$ cat src/rtl/vga_timing_generator.sv
// VGA timing generator: decodes the upstream pixel counter into hsync and
// active-video, keeps its own line counter and vertical phase, and registers
// every output one clock after h_count.
//
// state     | meaning
// ----------+-----------------------------------------------------------
// WAIT_LINE | after reset; outputs idle until the first h_count==H_LAST
// V_ACT     | visible lines 0..V_ACTIVE-1
// V_FRONT   | vertical front porch V_ACTIVE..V_SYNC_START-1
// V_SYNC    | vsync pulse V_SYNC_START..V_SYNC_END-1
// V_BACK    | vertical back porch V_SYNC_END..V_LAST
module vga_timing_generator #(
    parameter int   H_WIDTH      = 11,
    parameter int   V_WIDTH      = 10,
    parameter int   H_ACTIVE     = 1024,
    parameter int   H_SYNC_START = 1048,
    parameter int   H_SYNC_END   = 1184,
    parameter int   H_LAST       = 1328,
    parameter int   V_ACTIVE     = 768,
    parameter int   V_SYNC_START = 771,
    parameter int   V_SYNC_END   = 777,
    parameter int   V_LAST       = 805,
    parameter logic HSYNC_POL    = 1'b0,
    parameter logic VSYNC_POL    = 1'b0
) (
    input  logic               control_clock,
    input  logic               reset,
    input  logic [H_WIDTH-1:0] h_count,
    output logic               hsync,
    output logic               vsync,
    output logic               display_enable,
    output logic [H_WIDTH-1:0] pixel_x,
    output logic [V_WIDTH-1:0] pixel_y,
    output logic               line_start,
    output logic               frame_start
);

    localparam logic [H_WIDTH-1:0] LP_H_ACTIVE     = H_WIDTH'(H_ACTIVE);
    localparam logic [H_WIDTH-1:0] LP_H_SYNC_START = H_WIDTH'(H_SYNC_START);
    localparam logic [H_WIDTH-1:0] LP_H_SYNC_END   = H_WIDTH'(H_SYNC_END);
    localparam logic [H_WIDTH-1:0] LP_H_LAST       = H_WIDTH'(H_LAST);
    localparam logic [V_WIDTH-1:0] LP_V_ACTIVE     = V_WIDTH'(V_ACTIVE);
    localparam logic [V_WIDTH-1:0] LP_V_SYNC_START = V_WIDTH'(V_SYNC_START);
    localparam logic [V_WIDTH-1:0] LP_V_SYNC_END   = V_WIDTH'(V_SYNC_END);
    localparam logic [V_WIDTH-1:0] LP_V_LAST       = V_WIDTH'(V_LAST);

    typedef enum logic [2:0] {
        WAIT_LINE,
        V_ACT,
        V_FRONT,
        V_SYNC,
        V_BACK
    } state_t;

    state_t               r_state;
    state_t               w_state_next;
    logic [V_WIDTH-1:0]   r_v_count;
    logic [V_WIDTH-1:0]   w_v_count_next;
    logic [V_WIDTH-1:0]   w_v_inc;
    logic                 w_line_end;
    logic                 w_running;
    logic                 w_h_vis;
    logic                 w_hsync_act;
    logic                 w_de;
    logic                 w_line_start;
    logic                 w_frame_start;

    logic                 r_hsync;
    logic                 r_vsync;
    logic                 r_de;
    logic [H_WIDTH-1:0]   r_pixel_x;
    logic [V_WIDTH-1:0]   r_pixel_y;
    logic                 r_line_start;
    logic                 r_frame_start;

    // Vertical phase is a pure function of the line number.
    function automatic state_t phase_of(input logic [V_WIDTH-1:0] v);
        if (v < LP_V_ACTIVE)          return V_ACT;
        else if (v < LP_V_SYNC_START) return V_FRONT;
        else if (v < LP_V_SYNC_END)   return V_SYNC;
        else                          return V_BACK;
    endfunction

    assign w_line_end = (h_count == LP_H_LAST);
    assign w_v_inc    = r_v_count + V_WIDTH'(1);

    // State and line counter register.
    always_ff @(posedge control_clock) begin
        if (reset) begin
            r_state   <= WAIT_LINE;
            r_v_count <= '0;
        end else begin
            r_state   <= w_state_next;
            r_v_count <= w_v_count_next;
        end
    end

    // Next state: resync on the first line end, then advance once per line.
    always_comb begin
        w_state_next   = r_state;
        w_v_count_next = r_v_count;
        if (w_line_end) begin
            if (r_state == WAIT_LINE || r_v_count == LP_V_LAST) begin
                w_state_next   = V_ACT;
                w_v_count_next = '0;
            end else begin
                w_state_next   = phase_of(w_v_inc);
                w_v_count_next = w_v_inc;
            end
        end
    end

    // Horizontal decode and strobes; out-of-range h_count falls out as blanking.
    always_comb begin
        w_running     = (r_state != WAIT_LINE);
        w_h_vis       = (h_count < LP_H_ACTIVE);
        w_hsync_act   = w_running && (h_count >= LP_H_SYNC_START) &&
                        (h_count < LP_H_SYNC_END);
        w_de          = w_running && w_h_vis && (r_state == V_ACT);
        w_line_start  = w_running && (h_count == '0);
        w_frame_start = w_line_start && (r_v_count == '0) && (r_state == V_ACT);
    end

    // Output registers: one clock of latency from h_count.
    always_ff @(posedge control_clock) begin
        if (reset) begin
            r_hsync       <= ~HSYNC_POL;
            r_vsync       <= ~VSYNC_POL;
            r_de          <= 1'b0;
            r_pixel_x     <= '0;
            r_pixel_y     <= '0;
            r_line_start  <= 1'b0;
            r_frame_start <= 1'b0;
        end else begin
            r_hsync       <= w_hsync_act ? HSYNC_POL : ~HSYNC_POL;
            r_vsync       <= (r_state == V_SYNC) ? VSYNC_POL : ~VSYNC_POL;
            r_de          <= w_de;
            r_pixel_x     <= w_de ? h_count : '0;
            r_pixel_y     <= w_de ? r_v_count : '0;
            r_line_start  <= w_line_start;
            r_frame_start <= w_frame_start;
        end
    end

    assign hsync          = r_hsync;
    assign vsync          = r_vsync;
    assign display_enable = r_de;
    assign pixel_x        = r_pixel_x;
    assign pixel_y        = r_pixel_y;
    assign line_start     = r_line_start;
    assign frame_start    = r_frame_start;

endmodule

$ cat config.mk
export PLATFORM = sky130hd
export DESIGN_NAME = vga_timing_generator
export DESIGN_NICKNAME = d
export VERILOG_FILES = /design/src/rtl/vga_timing_generator.sv
export SDC_FILE = /design/constraint.sdc
export NUM_CORES = 1
export LEC_CHECK = 0
export CORE_ASPECT_RATIO = 2
export CORE_MARGIN = 4
export CORE_UTILIZATION = 45
export CTS_CLUSTER_SIZE = 28
export DETAILED_ROUTE_END_ITERATION = 12
export GPL_ROUTABILITY_DRIVEN = 1
export PLACE_DENSITY_LB_ADDON = 0.3
export SYNTH_ARGS = -nofsm -noshare
export SYNTH_HDL_FRONTEND = slang
export SYNTH_SLANG_ARGS = --single-unit
$ cat constraint.sdc
create_clock -name control_clock -period 5.01 [get_ports control_clock]
set_input_delay 1.2525 -clock control_clock [delete_from_list [all_inputs] [get_ports control_clock]]
set_output_delay 1.2525 -clock control_clock [all_outputs]
set_load 0.005 [all_outputs]
# Yosys cells after proc, flatten, opt, wreduce, memory -nomap -nowiden
# Cells that the tools add are included.
dict set report word_totals {
  ff_bits 39
  inputBits 13
  out_inout_bits 26
  elab_cells 41
}
dict set report op_classes {
  add_sub_neg 1
  magnitude_cmp 6
  eq_ne 4
  muxes 7
  bitwise 1
  n_reduce_logical 13
}
# op count
set ops {}
lappend ops {{$lt A10 B10 Y1 const B} 3}
lappend ops {{$lt A11 B11 Y1 const B} 2}
lappend ops {{$mux W3} 4}
lappend ops {{$eq A11 B11 Y1 const B} 1}
lappend ops {{$ge A11 B11 Y1 const B} 1}
lappend ops {{$logic_not A11 Y1} 1}
lappend ops {{$add A10 B1 Y10 const B} 1}
lappend ops {{$eq A10 B10 Y1 const B} 1}
lappend ops {{$logic_not A10 Y1} 1}
lappend ops {{$mux W10} 1}
lappend ops {{$logic_and A1 B1 Y1} 7}
lappend ops {{$eq A3 B1 Y1 const B} 1}
lappend ops {{$eq A3 B2 Y1 const B} 1}
lappend ops {{$logic_not A3 Y1} 1}
lappend ops {{$reduce_bool A3 Y1} 1}
lappend ops {{$mux W1} 2}
lappend ops {{$reduce_or A2 Y1} 1}
lappend ops {{$logic_or A1 B1 Y1} 1}
lappend ops {{$not A1 Y1} 1}

# Longest topological paths before layout
dict set report logic_depth {
  word_depth 6
  ltp_mapped 7
  depth_no_buf 7
}

# Least setup slack after synthesis
# Ideal clock, no wire load.
dict set report synth_path {
  path_type {in2reg}
  startpoint {in h_count[1]}
  endpoint {reg r_v_count[5]}
  setup_time_ps 87
  arrival_ps 2432
  required_time_ps 4923
  setup_slack_ps 2491
  stages 5
  path_buffers 0
  cell_sequence {nor3_1 and4_1 nand2_4 or4_1 o31ai_1}
}
dict set report synth_via {
  elab_chain_len 1
}
# element line_no
set synth_rtl {}
lappend synth_rtl {{start, declared} 28} ;# input logic [H_WIDTH-1:0] h_count,
lappend synth_rtl {{$eq A11 B11 Y1} 84} ;# assign w_line_end = (h_count == LP_H_LAST);
lappend synth_rtl {{end signal, assigned} 94} ;# r_v_count <= w_v_count_next;
lappend synth_rtl {{end, declared} 57} ;# logic [V_WIDTH-1:0] r_v_count;
# Every way passes these cells.
# A chain may end at the register's enable or synchronous reset.

# Worst setup path after layout
dict set report layout_path {
  startpoint {in h_count[10]}
  endpoint {reg r_v_count[3]}
}
# Same word-level chain as after synthesis.

==> results.md <==
- The count of flip-flops with a built-in enable after synthesis is 0.
- The number of placement rows is 31.
- In this run the post-CTS setup repair buffer count came out at 0.
- The required time at the endpoint of the critical path is around 5.2 ns.
- Sequential cells were found to cover between 40% and 50% of the synthesized design area.
- The gate count of the mapped netlist is around 190.
- The switching power share of the total is between 10% and 20%.
- The worst setup path is launched from an input port.
- Dividing total power by cell area gives a power density of ~270 nW/um^2.
- The share of the synthesized area in the top cell type is 45.6%.
- The fraction of power consumed by the clock network is between 40% and 50%.
- The predominant post-synthesis flop cell is sky130_fd_sc_hd__dfxtp_1.
- The detailed router finished its first iteration with 62 violations.
- The core outline area is between 3000 and 4000 um^2.
- The slew at the pin closest to its max-slew limit is about 0.77 ns.
- The area of the multi-input gates is 868 um^2.
- Sorting the synthesized cells by how often they occur yields 39 x sky130_fd_sc_hd__dfxtp_1, 21 x sky130_fd_sc_hd__and2_1, 12 x sky130_fd_sc_hd__nand2_1, 12 x sky130_fd_sc_hd__nand3_1, 11 x sky130_fd_sc_hd__a21oi_1.
- Ranked by total cell area, the synthesized netlist is headed by sky130_fd_sc_hd__dfxtp_1 46%, sky130_fd_sc_hd__and2_1 7.7%, sky130_fd_sc_hd__nand3_1 3.5%.
- In the final layout, the share of cells above drive strength 1 is 8.11%.
- The first global-routing pass estimated roughly 7.3 mm of wire.
- The count of final hold-check violations is 0.
- The clock tree from TritonCTS is done.
- The wire length on met1 is roughly 1.5 mm.
- The post-synthesis async set-or-reset flop share is 0%.
- The later-pin clock latency in the skew report is just under 0.3 ns.
- The tree built by TritonCTS fans out to 39 sinks.
- Dividing the detail-routed wire length by the instance count gives about 16 um.
- The number of nets with antenna violations after routing is 0.
- The internal portion of the total power is between 0.0004 and 0.0005 W.
- The H-tree was split into 2 levels.
- The clock input transition at the sequential cells of the worst setup and hold paths is 0.07 ns.
- The arrival time at the worst endpoint is 3.27 ns.
- The total global routing overflow is 0.
- The headroom to the max-slew limit is 48.5%.
- The number of top-level design ports is 39.
- The cell taking the most area after synthesis is sky130_fd_sc_hd__dfxtp_1.
- Global routing consumed, over all layers together, approximately 20% of the routing resources.
- The CTS buffer count is 5.
- The final-stage net count is ~240.
- The number of buffers inserted for hold repair after clock tree synthesis is 0.
- The net count of the mapped netlist is 203.
- Routability-driven placement finished with a final weighted congestion of a little under 0.9.
- Static timing analysis puts the maximum clock frequency at 326 MHz.
- The initial antenna violation count is 0.
- The via count of the first global-routing pass is 1565.
- Combinational logic is responsible for approximately 3.2% of the overall power.
- The floorplan step set the die width to about 52 um.
- The tree is rooted in a sky130_fd_sc_hd__clkbuf_8.
- The final antenna diode count is 0.
- The effective utilization at floorplan is a little under half.
- In this run the worst path has a maximum fanout of 13.
- The netlist area before placement is between 1500 and 2000 um^2.
- By instance count, the leading cell after synthesis is sky130_fd_sc_hd__dfxtp_1.
- The met2 routed wirelength is ~2.4 mm.
- The count of cells in the finished layout, fillers not included, comes to roughly 270.
- The area growth from synthesis to final layout is 30.2%.
- The count of different cell masters after synthesis is between 40 and 50.
- For this run, the detailed router's first-pass iteration total came to 4.
- The clock passes through at most 2 buffers.
- The maximum number of pins on one net before global-route repair is 22.
- The average vias per placed instance is approximately 5.7.
- The highest routed metal layer is met4.
- The utilization of the core after routing is between 60% and 70%.
- Setup repair after global routing left no endpoint under its margin.
- The floorplan die area is ~4900 um^2.
- The total of fill cells in the finished design is approximately 340.
- Setup violations remaining at the end of the flow were counted as 0.
- In this run the vertical extent of the chip is around 95 um.
- The total wirelength of the detailed-routed design is 4.33 mm.
- The storage element area is 781 um^2.
- Max-cap violations in this run came to 0.
- The flow ran to the end, and the final reports show no timing, DRC or antenna violations.
- VDD sags by at most roughly 0.00017 V.
- In the finished design, the share of the clock period the worst path needs comes to between 60% and 70%.
- The critical path in this run is classified as input port to register.
- STA classifies the critical path endpoint as a register.
- The synthesis warning total is 0.
- The share of total power in sequential cells is a little over 50%.
- The path type of the worst min-delay path is register to register.
- For this block, the via count after detailed routing is 1545.
- Buffers placed on the I/O ports in this run total 38.
- The residual DRC count is 0.
- Summed over all nets, wire length on met3 after detailed routing comes to 218 um.
- Including well taps, the total number of placed cells is approximately 260.
- The number of slew-limit violations in the final report is 0.
- The register bit count reported by yosys is 39.
- After clock tree synthesis, the repair step resized 0 gates.
- The final period demand of the worst path is just over 3 ns.
- In the final timing run, aggregate negative setup slack is 0 ns.
- Summed over all nets, the half-perimeter wirelength after detailed placement is 3.25 mm.
- The standby leakage power is between 0.7 and 0.8 nW.
- The clock arrives with 0.00491 ns of skew.
- After synthesis, the mean cell area works out to 9.21 um^2.
- The worst slack on hold paths is 0.492 ns.
- The analysis attributes to net switching a power of approximately 0.00012 W.
==> registers in the layout, indices dropped and copies added (netlist names) <==
name            flops
hsync               1
r_state             3
r_v_count          10
display_enable      1
pixel_y            10
frame_start         1
vsync               1
pixel_x            11
line_start          1
==> per-stage QoR <==
step / setup WS (ns) / total power [W] / area (um^2)
5_1_grt: 1.72 / 0.000616 / 2230
3_3_place_gp: 1.66 / 0.000336 / 2100
2_1_floorplan: 2.49 / 0.000322 / 1710
4_1_cts: 1.84 / 0.000602 / 2220
3_5_place_dp: 1.53 / 0.000336 / 2100
6_report: 1.94 / 0.000598 / 2230
==> power groups by stage <==
stage / sequential [W] / clock [W] / combinational (W)
global placement: 0.000318 / 0 / 0.0000185
detailed placement: 0.000318 / 0 / 0.0000184
CTS: 0.000310 / 0.000273 / 0.0000186
floorplan: 0.000318 / 0 / 0.00000393
finish: 0.000310 / 0.000268 / 0.0000190
global route: 0.000310 / 0.000285 / 0.0000204
==> critical path, cell delays in order <==
cell	delay, ns
sky130_fd_sc_hd__clkdlybuf4s50_1	0.57
sky130_fd_sc_hd__and4bb_2	0.27
sky130_fd_sc_hd__nand4_1	0.46
sky130_fd_sc_hd__nor4_1	0.42
sky130_fd_sc_hd__a31oi_1	0.07
sky130_fd_sc_hd__a21oi_1	0.23
==> path summary, 6_finish.rpt <==
path,to,depth (start not counted),slack [ns],start
min,r_state[2]$_SDFFE_PP0N_,2,0.49,r_state[2]$_SDFFE_PP0N_
max,r_v_count[3]$_SDFFE_PP0N_,6,1.94,h_count[10]
max reg2reg,r_state[1]$_SDFFE_PP0N_,6,2.92,r_v_count[0]$_SDFFE_PP0N_
min reg2reg,r_state[2]$_SDFFE_PP0N_,2,0.49,r_state[2]$_SDFFE_PP0N_
==> cells by family (layout without fill, tap and decap cells) <==
group	Yosys count	count (layout)	synth area share, %
and+or+nand+nor	89	89	30.8
other	1	1	0.219
AOI/OAI and AO/OA	37	37	15.9
buffers and inverters	16	52	4.60
DFF	39	39	45.6
adders and majority gates	4	4	2.92
==> layout make-up <==
type | count | share of cell area [%]
Multi-Input combinational cell | 131 | 38.9
Timing Repair Buffer | 38 | 17.0
Tap cell | 49 | 2.75
Clock inverter | 2 | 1.57
Clock buffer | 6 | 3.70
Inverter | 6 | 1.01
Sequential cell | 39 | 35.0
==> routing by layer <==
layer / track usage (%) / vias to the layer above
li1: - / 741
met1: 19.0 / 740
met2: 36.5 / 52
met3: 4.23 / 12
met4: 14.0 / 0
met5: 0 / -
==> layout by cell type, fill, tap and decap left out, types with 5 or more instances in the layout <==
| master | netlist | routed |
|---|---|---|
| sky130_fd_sc_hd__and2_1 | 21 | 21 |
| sky130_fd_sc_hd__nor2_1 | 9 | 9 |
| sky130_fd_sc_hd__clkdlybuf4s50_1 | 0 | 38 |
| sky130_fd_sc_hd__or3_1 | 5 | 5 |
| sky130_fd_sc_hd__nand2_1 | 12 | 12 |
| sky130_fd_sc_hd__nor4_1 | 7 | 6 |
| sky130_fd_sc_hd__dfxtp_1 | 39 | 39 |
| sky130_fd_sc_hd__a21oi_1 | 11 | 11 |
| sky130_fd_sc_hd__inv_1 | 6 | 6 |
| sky130_fd_sc_hd__nand3_1 | 12 | 12 |
| sky130_fd_sc_hd__a31oi_1 | 5 | 5 |
| sky130_fd_sc_hd__clkbuf_8 | 0 | 6 |
(Power assumes the default switching activity.)
